**src/rtl/axi_monitor_pkg.sv**
```systemverilog
`default_nettype none
// ============================================================================
// Module      : axi_monitor_pkg
// Description : Shared constants and types for the AXI monitor blocks.
//               Holds the default configuration of the ID tracker and the
//               packed view of one tracker entry (id, free, cnt, timer) at
//               those default widths.
// Revision    : 1.0 - initial release
// ============================================================================
package axi_monitor_pkg;

    localparam int C_DEF_NUM_ENTRIES = 4;
    localparam int C_DEF_ID_WIDTH    = 4;
    localparam int C_DEF_CNT_WIDTH   = 3;
    localparam int C_DEF_TIMER_WIDTH = 8;
    localparam int C_DEF_BUDGET      = 16;

    // One tracked-ID table entry at the default widths.
    typedef struct packed {
        logic [C_DEF_ID_WIDTH-1:0]    id;
        logic                         free;
        logic [C_DEF_CNT_WIDTH-1:0]   cnt;
        logic [C_DEF_TIMER_WIDTH-1:0] timer;
    } entry_t;

endpackage : axi_monitor_pkg
`default_nettype wire

```
**src/rtl/id_tracker_entry.sv**
```systemverilog
`default_nettype none
// ============================================================================
// Module      : id_tracker_entry
// Description : One entry of the outstanding-ID table. Holds the ID, free
//               flag, outstanding counter and budget timer, and performs the
//               request/response ID compares for this entry.
// Ports       : clk_i, rst_i      - clock, async active-high reset
//               i_req_id          - ID of the incoming request
//               i_rsp_id          - ID of the incoming final response
//               i_accept          - a request is accepted this cycle
//               i_rsp_valid       - a final response is seen this cycle
//               i_alloc           - allocate this (free) entry to i_req_id
//               o_free            - entry is free (registered)
//               o_req_match       - entry is live and holds i_req_id
//               o_rsp_match       - entry is live and holds i_rsp_id
//               o_cnt_max         - outstanding counter is saturated
//               o_expire          - timer goes 1 -> 0 at the next edge
//               o_id              - stored ID
// Revision    : 1.0 - initial release
// ============================================================================
module id_tracker_entry
    import axi_monitor_pkg::*;
#(
    parameter int IdWidth    = C_DEF_ID_WIDTH,
    parameter int CntWidth   = C_DEF_CNT_WIDTH,
    parameter int TimerWidth = C_DEF_TIMER_WIDTH,
    parameter int Budget     = C_DEF_BUDGET
) (
    input  logic               clk_i,
    input  logic               rst_i,
    input  logic [IdWidth-1:0] i_req_id,
    input  logic [IdWidth-1:0] i_rsp_id,
    input  logic               i_accept,
    input  logic               i_rsp_valid,
    input  logic               i_alloc,
    output logic               o_free,
    output logic               o_req_match,
    output logic               o_rsp_match,
    output logic               o_cnt_max,
    output logic               o_expire,
    output logic [IdWidth-1:0] o_id
);

    localparam logic [TimerWidth-1:0] c_BUDGET    = TimerWidth'(Budget);
    localparam logic [TimerWidth-1:0] c_TIMER_ONE = TimerWidth'(1);
    localparam logic [CntWidth-1:0]   c_CNT_ONE   = CntWidth'(1);

    logic [IdWidth-1:0]    r_id;
    logic                  r_free;
    logic [CntWidth-1:0]   r_cnt;
    logic [TimerWidth-1:0] r_timer;

    logic w_req_match;
    logic w_rsp_match;
    logic w_inc;
    logic w_dec;

    assign w_req_match = !r_free && (r_id == i_req_id);
    assign w_rsp_match = !r_free && (r_id == i_rsp_id);
    assign w_inc       = i_accept && w_req_match;
    assign w_dec       = i_rsp_valid && w_rsp_match;

    always_ff @(posedge clk_i or posedge rst_i) begin
        if (rst_i) begin
            r_id    <= '0;
            r_free  <= 1'b1;
            r_cnt   <= '0;
            r_timer <= '0;
        end else if (i_alloc) begin
            // Only ever asserted while free, so no match/response can collide.
            r_id    <= i_req_id;
            r_free  <= 1'b0;
            r_cnt   <= c_CNT_ONE;
            r_timer <= c_BUDGET;
        end else if (!r_free) begin
            unique case ({w_inc, w_dec})
                2'b10: begin
                    // A new request does not refresh the budget.
                    r_cnt <= r_cnt + c_CNT_ONE;
                    if (r_timer != '0) begin
                        r_timer <= r_timer - c_TIMER_ONE;
                    end
                end
                2'b01: begin
                    r_cnt   <= r_cnt - c_CNT_ONE;
                    r_timer <= c_BUDGET;
                    if (r_cnt == c_CNT_ONE) begin
                        r_free <= 1'b1;
                    end
                end
                2'b11: begin
                    // Issue and retire cancel out; entry stays live even at cnt==1.
                    r_timer <= c_BUDGET;
                end
                default: begin
                    if (r_timer != '0) begin
                        r_timer <= r_timer - c_TIMER_ONE;
                    end
                end
            endcase
        end
    end

    assign o_free      = r_free;
    assign o_req_match = w_req_match;
    assign o_rsp_match = w_rsp_match;
    assign o_cnt_max   = (r_cnt == '1);
    // A response this cycle reloads the timer, which cancels the expiry.
    assign o_expire    = !r_free && (r_timer == c_TIMER_ONE) && !w_dec;
    assign o_id        = r_id;

endmodule : id_tracker_entry
`default_nettype wire

```
**src/rtl/id_tracker.sv**
```systemverilog
`default_nettype none
// ============================================================================
// Module      : id_tracker
// Description : Tracks outstanding AXI transaction IDs in a small table.
//               Counts outstanding transactions per ID, flags responses that
//               match no live entry and flags entries whose response budget
//               has run out.
// Ports       : clk_i, rst_i      - clock, async active-high reset
//               req_valid_i/id_i  - new transaction issued, and its ID
//               req_ready_o       - tracker can accept that ID (combinational)
//               rsp_valid_i/id_i  - final response beat seen, and its ID
//               timeout_o         - one-cycle pulse, an entry budget expired
//               timeout_id_o      - ID of the lowest-index expired entry
//               unexp_rsp_o       - one-cycle pulse, response hit no entry
//               full_o            - no free entry
// Revision    : 1.0 - initial release
// ============================================================================
module id_tracker
    import axi_monitor_pkg::*;
#(
    parameter int NumEntries = C_DEF_NUM_ENTRIES,
    parameter int IdWidth    = C_DEF_ID_WIDTH,
    parameter int CntWidth   = C_DEF_CNT_WIDTH,
    parameter int TimerWidth = C_DEF_TIMER_WIDTH,
    parameter int Budget     = C_DEF_BUDGET
) (
    input  logic               clk_i,
    input  logic               rst_i,
    input  logic               req_valid_i,
    input  logic [IdWidth-1:0] req_id_i,
    output logic               req_ready_o,
    input  logic               rsp_valid_i,
    input  logic [IdWidth-1:0] rsp_id_i,
    output logic               timeout_o,
    output logic [IdWidth-1:0] timeout_id_o,
    output logic               unexp_rsp_o,
    output logic               full_o
);

    logic [NumEntries-1:0] w_free;
    logic [NumEntries-1:0] w_req_match;
    logic [NumEntries-1:0] w_rsp_match;
    logic [NumEntries-1:0] w_cnt_max;
    logic [NumEntries-1:0] w_expire;
    logic [NumEntries-1:0] w_alloc;
    logic [IdWidth-1:0]    w_id [NumEntries];

    logic               w_any_match;
    logic               w_ready;
    logic               w_accept;
    logic               w_new;
    logic               w_alloc_found;
    logic               w_exp_found;
    logic [IdWidth-1:0] w_exp_id;

    logic               r_timeout;
    logic [IdWidth-1:0] r_timeout_id;
    logic               r_unexp;

    generate
        for (genvar gi = 0; gi < NumEntries; gi++) begin : g_entry
            id_tracker_entry #(
                .IdWidth    (IdWidth),
                .CntWidth   (CntWidth),
                .TimerWidth (TimerWidth),
                .Budget     (Budget)
            ) u_entry (
                .clk_i       (clk_i),
                .rst_i       (rst_i),
                .i_req_id    (req_id_i),
                .i_rsp_id    (rsp_id_i),
                .i_accept    (w_accept),
                .i_rsp_valid (rsp_valid_i),
                .i_alloc     (w_alloc[gi]),
                .o_free      (w_free[gi]),
                .o_req_match (w_req_match[gi]),
                .o_rsp_match (w_rsp_match[gi]),
                .o_cnt_max   (w_cnt_max[gi]),
                .o_expire    (w_expire[gi]),
                .o_id        (w_id[gi])
            );
        end
    endgenerate

    // A live ID is limited by its counter; a new ID needs any free slot.
    assign w_any_match = |w_req_match;
    assign w_ready     = w_any_match ? !(|(w_req_match & w_cnt_max)) : (|w_free);
    assign w_accept    = req_valid_i && w_ready;
    assign w_new       = w_accept && !w_any_match;

    // Lowest-index free entry wins; uses registered free flags only, so an
    // entry released this cycle is not reused until the next one.
    always_comb begin
        w_alloc       = '0;
        w_alloc_found = 1'b0;
        for (int i = 0; i < NumEntries; i++) begin
            if (w_free[i] && !w_alloc_found) begin
                w_alloc[i]    = w_new;
                w_alloc_found = 1'b1;
            end
        end
    end

    // Lowest-index entry expiring this cycle supplies the reported ID.
    always_comb begin
        w_exp_id    = '0;
        w_exp_found = 1'b0;
        for (int i = 0; i < NumEntries; i++) begin
            if (w_expire[i] && !w_exp_found) begin
                w_exp_id    = w_id[i];
                w_exp_found = 1'b1;
            end
        end
    end

    always_ff @(posedge clk_i or posedge rst_i) begin
        if (rst_i) begin
            r_timeout    <= 1'b0;
            r_timeout_id <= '0;
            r_unexp      <= 1'b0;
        end else begin
            r_timeout    <= w_exp_found;
            r_timeout_id <= w_exp_id;
            r_unexp      <= rsp_valid_i && !(|w_rsp_match);
        end
    end

    assign req_ready_o  = w_ready;
    assign timeout_o    = r_timeout;
    assign timeout_id_o = r_timeout_id;
    assign unexp_rsp_o  = r_unexp;
    assign full_o       = !(|w_free);

endmodule : id_tracker
`default_nettype wire

```
**config.mk**
```make
export PLATFORM = sky130hd
export DESIGN_NAME = id_tracker
export DESIGN_NICKNAME = d
export VERILOG_FILES = /design/src/rtl/axi_monitor_pkg.sv /design/src/rtl/id_tracker_entry.sv /design/src/rtl/id_tracker.sv
export SDC_FILE = /design/constraint.sdc
export NUM_CORES = 1
export LEC_CHECK = 0
export BUFFER_PORTS_ARGS = -buffer_cell sky130_fd_sc_hd__buf_2
export CAP_MARGIN = 20
export CELL_PAD_IN_SITES_DETAIL_PLACEMENT = 1
export CELL_PAD_IN_SITES_GLOBAL_PLACEMENT = 1
export CORE_UTILIZATION = 49
export DETAILED_ROUTE_END_ITERATION = 8
export PLACE_DENSITY = 0.89
export SYNTH_ARGS = -nofsm -noshare
export SYNTH_HDL_FRONTEND = slang
export SYNTH_SLANG_ARGS = --single-unit
```
**constraint.sdc**
```tcl
create_clock -name clk_i -period 3.3 [get_ports clk_i]
set_input_delay 0.33 -clock clk_i [delete_from_list [all_inputs] [get_ports clk_i]]
set_output_delay 0.33 -clock clk_i [all_outputs]
set_load 0.05 [all_outputs]
```
## Word-level counts from Yosys, hierarchy flattened

Cells that the tools add are included.

- Register bits: 70
- Bits of input ports: 12
- Output and inout port bits: 8
- Logic and storage cells: 207

- Add/subtract/negate cells: 12
- Equality and inequality tests: 36
- Muxes and demuxes: 60
- Bitwise logic cells: 1
- Reductions and logical operators: 79

Operators by type and width:

| kind | number |
|---|---|
| 8-bit two-way mux | 16 |
| 1-bit logical AND | 33 |
| 4-bit == test | 8 |
| 8-bit by 1-bit == test with 1-bit output (second input constant) | 4 |
| 8-bit nonzero test | 4 |
| 8-bit by 1-bit subtractor with 8-bit output (second input constant) | 4 |
| 1-bit two-way mux | 28 |
| 3-bit two-way mux | 8 |
| 3-bit one-hot mux with 2 select lines | 4 |
| 3-bit nonzero test | 8 |
| 1-bit logical NOT | 18 |
| 2-bit == test (second input constant) | 8 |
| 4-bit two-way mux | 4 |
| 2-bit AND reduction | 8 |
| 4-bit OR reduction | 4 |
| 3-bit by 1-bit adder with 3-bit output (second input constant) | 4 |
| 3-bit by 1-bit == test with 1-bit output (second input constant) | 4 |
| 3-bit == test (second input constant) | 4 |
| 3-bit by 1-bit subtractor with 3-bit output (second input constant) | 4 |
| 2-bit by 1-bit == test with 1-bit output (second input constant) | 4 |
| 2-bit by 1-bit != test with 1-bit output (second input constant) | 4 |
| 2-bit OR reduction | 4 |
| 4-bit AND | 1 |

## Logic depth before layout (Yosys ltp)

- Depth after elaboration: 15
- Mapped depth: 12
- Gate-level depth less buffers: 11

## Cells and area by module

Synthesis repeated with hierarchy kept, for this count alone.

- Cells, all modules: 503
- Area total of the unflattened synthesis: 4,792.1 um^2

Modules (own cells, without submodules):

| module | instances | cells an instance | area an instance (um^2) | seq. area each (um^2) |
|---|---|---|---|---|
| id_tracker_entry | 4 | 114 | 1,089.8 | 401.6 |
| id_tracker | 1 | 47 | 432.9 | 150.1 |

## Worst setup path after synthesis

OpenSTA, ideal clock, no wires.

- Kind: reg2out
- Start point: reg g_entry[2].u_entry.r_free
- End point: out req_ready_o
- Arrival: 2,789 ps
- Required time: 2,970 ps
- Setup slack: 181 ps
- Cell stages (with the launch flop): 5
- Path buffers: 1
- Cells stage by stage: dfstp_2 buf_6 nor4_1 or2b_2 and3_1

- Word-level cells in the longest chain between the ends: 6
- Elaborated cells between the ends (all ways): 8
- Those cells by class: mux: 1; bitwise: 1; reduce/logical: 6

RTL lines:

| element | line | source |
|---|---|---|
| start: declaration | id_tracker_entry.sv:49 | `logic r_free;` |
| start signal: assignment | id_tracker_entry.sv:66 | `r_free <= 1'b1;` |
| start signal: assignment | id_tracker_entry.sv:72 | `r_free <= 1'b0;` |
| start signal: assignment | id_tracker_entry.sv:88 | `r_free <= 1'b1;` |
| 1-bit logical NOT | id_tracker_entry.sv:58 | `assign w_req_match = !r_free && (r_id == i_req_id);` |
| 1-bit logical AND | id_tracker_entry.sv:58 |  |
| 4-bit AND | id_tracker.sv:87 | `assign w_ready = w_any_match ? !(\|(w_req_match & w_cnt_max)) : (\|w_free);` |
| 4-bit OR reduction | id_tracker.sv:87 |  |
| 1-bit logical NOT | id_tracker.sv:87 |  |
| 1-bit two-way mux * | id_tracker.sv:87 |  |
| end: declaration | id_tracker.sv:31 | `output logic req_ready_o,` |

Every way passes the cells marked *; elsewhere a longest branch is shown, timed or not.

## Worst setup path after layout

- Start point: reg g_entry[0].u_entry.r_free
- End point: out req_ready_o

- Word-level cells in the longest chain between the ends: 6
- Elaborated cells between the ends (all ways): 8
- Those cells by class: mux: 1; bitwise: 1; reduce/logical: 6

RTL lines:

| element | line |
|---|---|
| start: declaration | id_tracker_entry.sv:49 |
| start signal: assignment | id_tracker_entry.sv:66 |
| start signal: assignment | id_tracker_entry.sv:72 |
| start signal: assignment | id_tracker_entry.sv:88 |
| 1-bit logical NOT | id_tracker_entry.sv:58 |
| 1-bit logical AND | id_tracker_entry.sv:58 |
| 4-bit AND | id_tracker.sv:87 |
| 4-bit OR reduction | id_tracker.sv:87 |
| 1-bit logical NOT | id_tracker.sv:87 |
| 1-bit two-way mux * | id_tracker.sv:87 |

Marked as above.

==> impl_metrics.ini <==
[status]
status = completed

[sta]
fmaxAchievable_ghz = 0.334
final-hold-violation-count = 0
post-route-period-util = 0.907
fin_crit_ns = 2.99
rsz0062_at_grt = no
drv_slew = 0
tightestPinTransition_ns = 0.958
relSlewSlack = 0.356
setup_viol = 0
clock_skew_ns = 0.00841
setup_tns_ns = 0

[synthesis]
seq_area_frac_synth = 0.395
yosys.area.top_type = dfrtp_1
netlist_area_sq_um = 4450
synth_edf_count = 0
yosysUniqueCellTypes = 62
async_reset_ff_frac = 1.00
synth.area.top_cells = dfrtp_1 37%, ha_1 8.4%, xnor2_1 7.1%
synth_top_area_frac = 0.371
synth.yosys.warnings = 0
syn-num-nets = 503
synth_top_flop_cell = dfrtp_1
synth-seq-cells = 70
syn_inst = 461
syn_avg_cell_area_sq_um = 9.65

[global_routing]
grt.total_usage = 0.258
grt_pass1_wl_mm = 19.3
antenna_found_initial = 0
first_global_vias = 3812
grt_max_degree = 42
grt_overflow = 0

[clock_network]
numCtsBuffers = 9
clock-sinks = 70
holdBufCountCts = 0
cts_max_level = 3
post_cts_resized = 0
cts_setup_buffers = 0
cts_tree = built
cts_root_buffer = clkbuf_8
clkSlewWorstSetupHoldPaths_ns = 0.08
clockBufferDepth = 2
clk_latency_ns = 0.36

[routing]
ant_nets = 0
drt-initial-drc-count = 214
drt_first_pass_iters = 7
viasPerCell = 6.03
wl_per_cell_um = 19.4
vias = 3583
drc = 0
wl_mm = 11.5

[setup_path]
crit_path_start_kind = flop
cp.arrival_ns = 2.66
reg2reg_slack_ns = 0.44
path_max_fanout = 18
cp_slowest_cell = dfstp_2
crit_path_max_incr_delay_ns = 0.74
end_kind = output pin
crit_chain = nor3_1, or4_1, or2b_2, and3_1, buf_2
required_ns = 2.97
critPathKind = flop to output pin

[cells_and_area]
syn_to_final_growth_pct = 8.58
drive_gt1_frac = 0.158
postLayoutCellArea_sq_um = 4830
fin_nets = 523
nFillCells = 1018
final_util = 0.551
n_antenna_cell = 0

[floorplanning]
die_x_um = 97.3
fp.dieArea_sq_um = 9470
fp.dieH_um = 97.3
rows = 34
io_pins = 20
initial_core_util = 0.508
coreArea_sq_um = 8760

[min_path]
hold_class = primary input to async pin

[place]
post_dp_cell_area_sq_um = 4570
place_hpwl_mm = 8.32
portBuffers = 19
gp_congestion = 0.881

[power_and_ir_drop]
fin_total_pwr_mw = 4.90
ir_drop_uv = 430
leakage_nw = 2.20
power_density_nw_per_um2 = 1010

[run]
drv_cap = 0
## registers in the layout (all words and copies together) (netlist names)
register                 count
g_entry.u_entry.o_free       4
g_entry.u_entry.o_id        16
g_entry.u_entry.r_cnt       12
g_entry.u_entry.r_timer     32
timeout_id_o                 4
timeout_o                    1
unexp_rsp_o                  1
## cell type report
class	count	area (sq um)	area share
inverters	27	101	0.0210
flip-flops and latches	70	1760	0.364
multi-input cells	350	2460	0.508
clock buffers	11	151	0.0313
clock inverters	5	105	0.0218
well taps	108	135	0.0280
repair buffers	23	125	0.0259
## placed cells by master, fill, tap and decap left out, types with 16 or more instances in the layout
master	count
a21oi_1	18
ha_1	30
nand3_1	16
inv_1	25
buf_2	19
nand2_1	28
nor2_1	51
dfrtp_1	66
xnor2_1	36
xor2_1	16
## through the flow
stage | hold slack [ns] | setup WS [ns] | cells
global route | 0.241 | 0.162 | 594
floorplan | 0.451 | 0.181 | 461
global placement | 0.472 | 0.732 | 578
CTS | 0.188 | 0.300 | 594
finish | 0.145 | 0.307 | 594
detailed placement | 0.486 | 0.539 | 578
## worst max-delay path, delay by kind of cell (launching register included)
kind                   cells  cell delay [ns]
AND/OR/NAND/NOR            4             1.37
flip-flops                 1             0.74
buffers and inverters      1             0.21
## synth_stat cells (2+ instances only)
cell       number
nor4_1          8
and2_1          2
clkbuf_1        4
nor3_1         13
inv_1          26
o21ai_0        11
or4_1           4
mux2_4          3
a21o_1          2
xnor2_1        36
mux2_2         13
mux2i_1         4
a31o_2          4
dfrtp_1        66
nor2_1         51
a21oi_1        18
dfstp_2         4
nand2_1        28
or3_1           2
o2111ai_1       2
nor2b_1         5
o21a_1          2
nor3_2          3
or2_2           2
nand4_1         3
nand3_1        16
o21bai_1        2
o2bb2ai_1       2
a211oi_1        6
o22ai_1         3
nor2_2          2
nand3b_1        3
clkbuf_8        3
and3_1          7
nand2b_1       11
xor2_1         16
ha_1           30
nor3b_1         2
buf_6           7
a31oi_1        13
## layer usage
| metal | up-vias | routed length, um | track usage |
|---|---|---|---|
| li1 | 1653 | - | - |
| met1 | 1814 | 4810 | 0.321 |
| met2 | 95 | 5980 | 0.454 |
| met3 | 21 | 497 | 0.0446 |
| met4 | 0 | 232 | 0.0882 |
| met5 | - | 0 | 0 |
## where the power goes
group | internal, mW | switching (mW)
Clock | 0.543 | 0.354
Sequential | 1.26 | 0.483
Combinational | 0.974 | 1.28
Total | 2.78 | 2.12
## final timing paths
check / endpoint / cells past startpoint / start
max in group asynchronous: g_entry[1].u_entry.o_id[1] / 3 / rst_i
hold reg to reg: g_entry[0].u_entry.r_timer[7] / 1 / g_entry[0].u_entry.r_timer[7]
setup / recovery: req_ready_o / 5 / g_entry[0].u_entry.o_free
hold / removal: g_entry[0].u_entry.o_id[2] / 2 / rst_i
setup reg to reg: g_entry[2].u_entry.r_cnt[1] / 9 / g_entry[3].u_entry.r_cnt[0]
min in group clk_i: g_entry[2].u_entry.o_id[0] / 2 / req_id_i[0]
## logic make-up (layout without fill, tap and decap cells)
kind of cell	count (synthesis)	in the layout	share of synthesized area
and+or+nand+nor	170	170	0.197
adders and majority gates	30	30	0.0844
DFF	70	70	0.395
xor gates and xnor gates	52	52	0.102
buffers and inverters	41	66	0.0531
muxes	20	20	0.0520
AOI/OAI and AO/OA	78	78	0.116
Power figures use the tool's default switching activity.
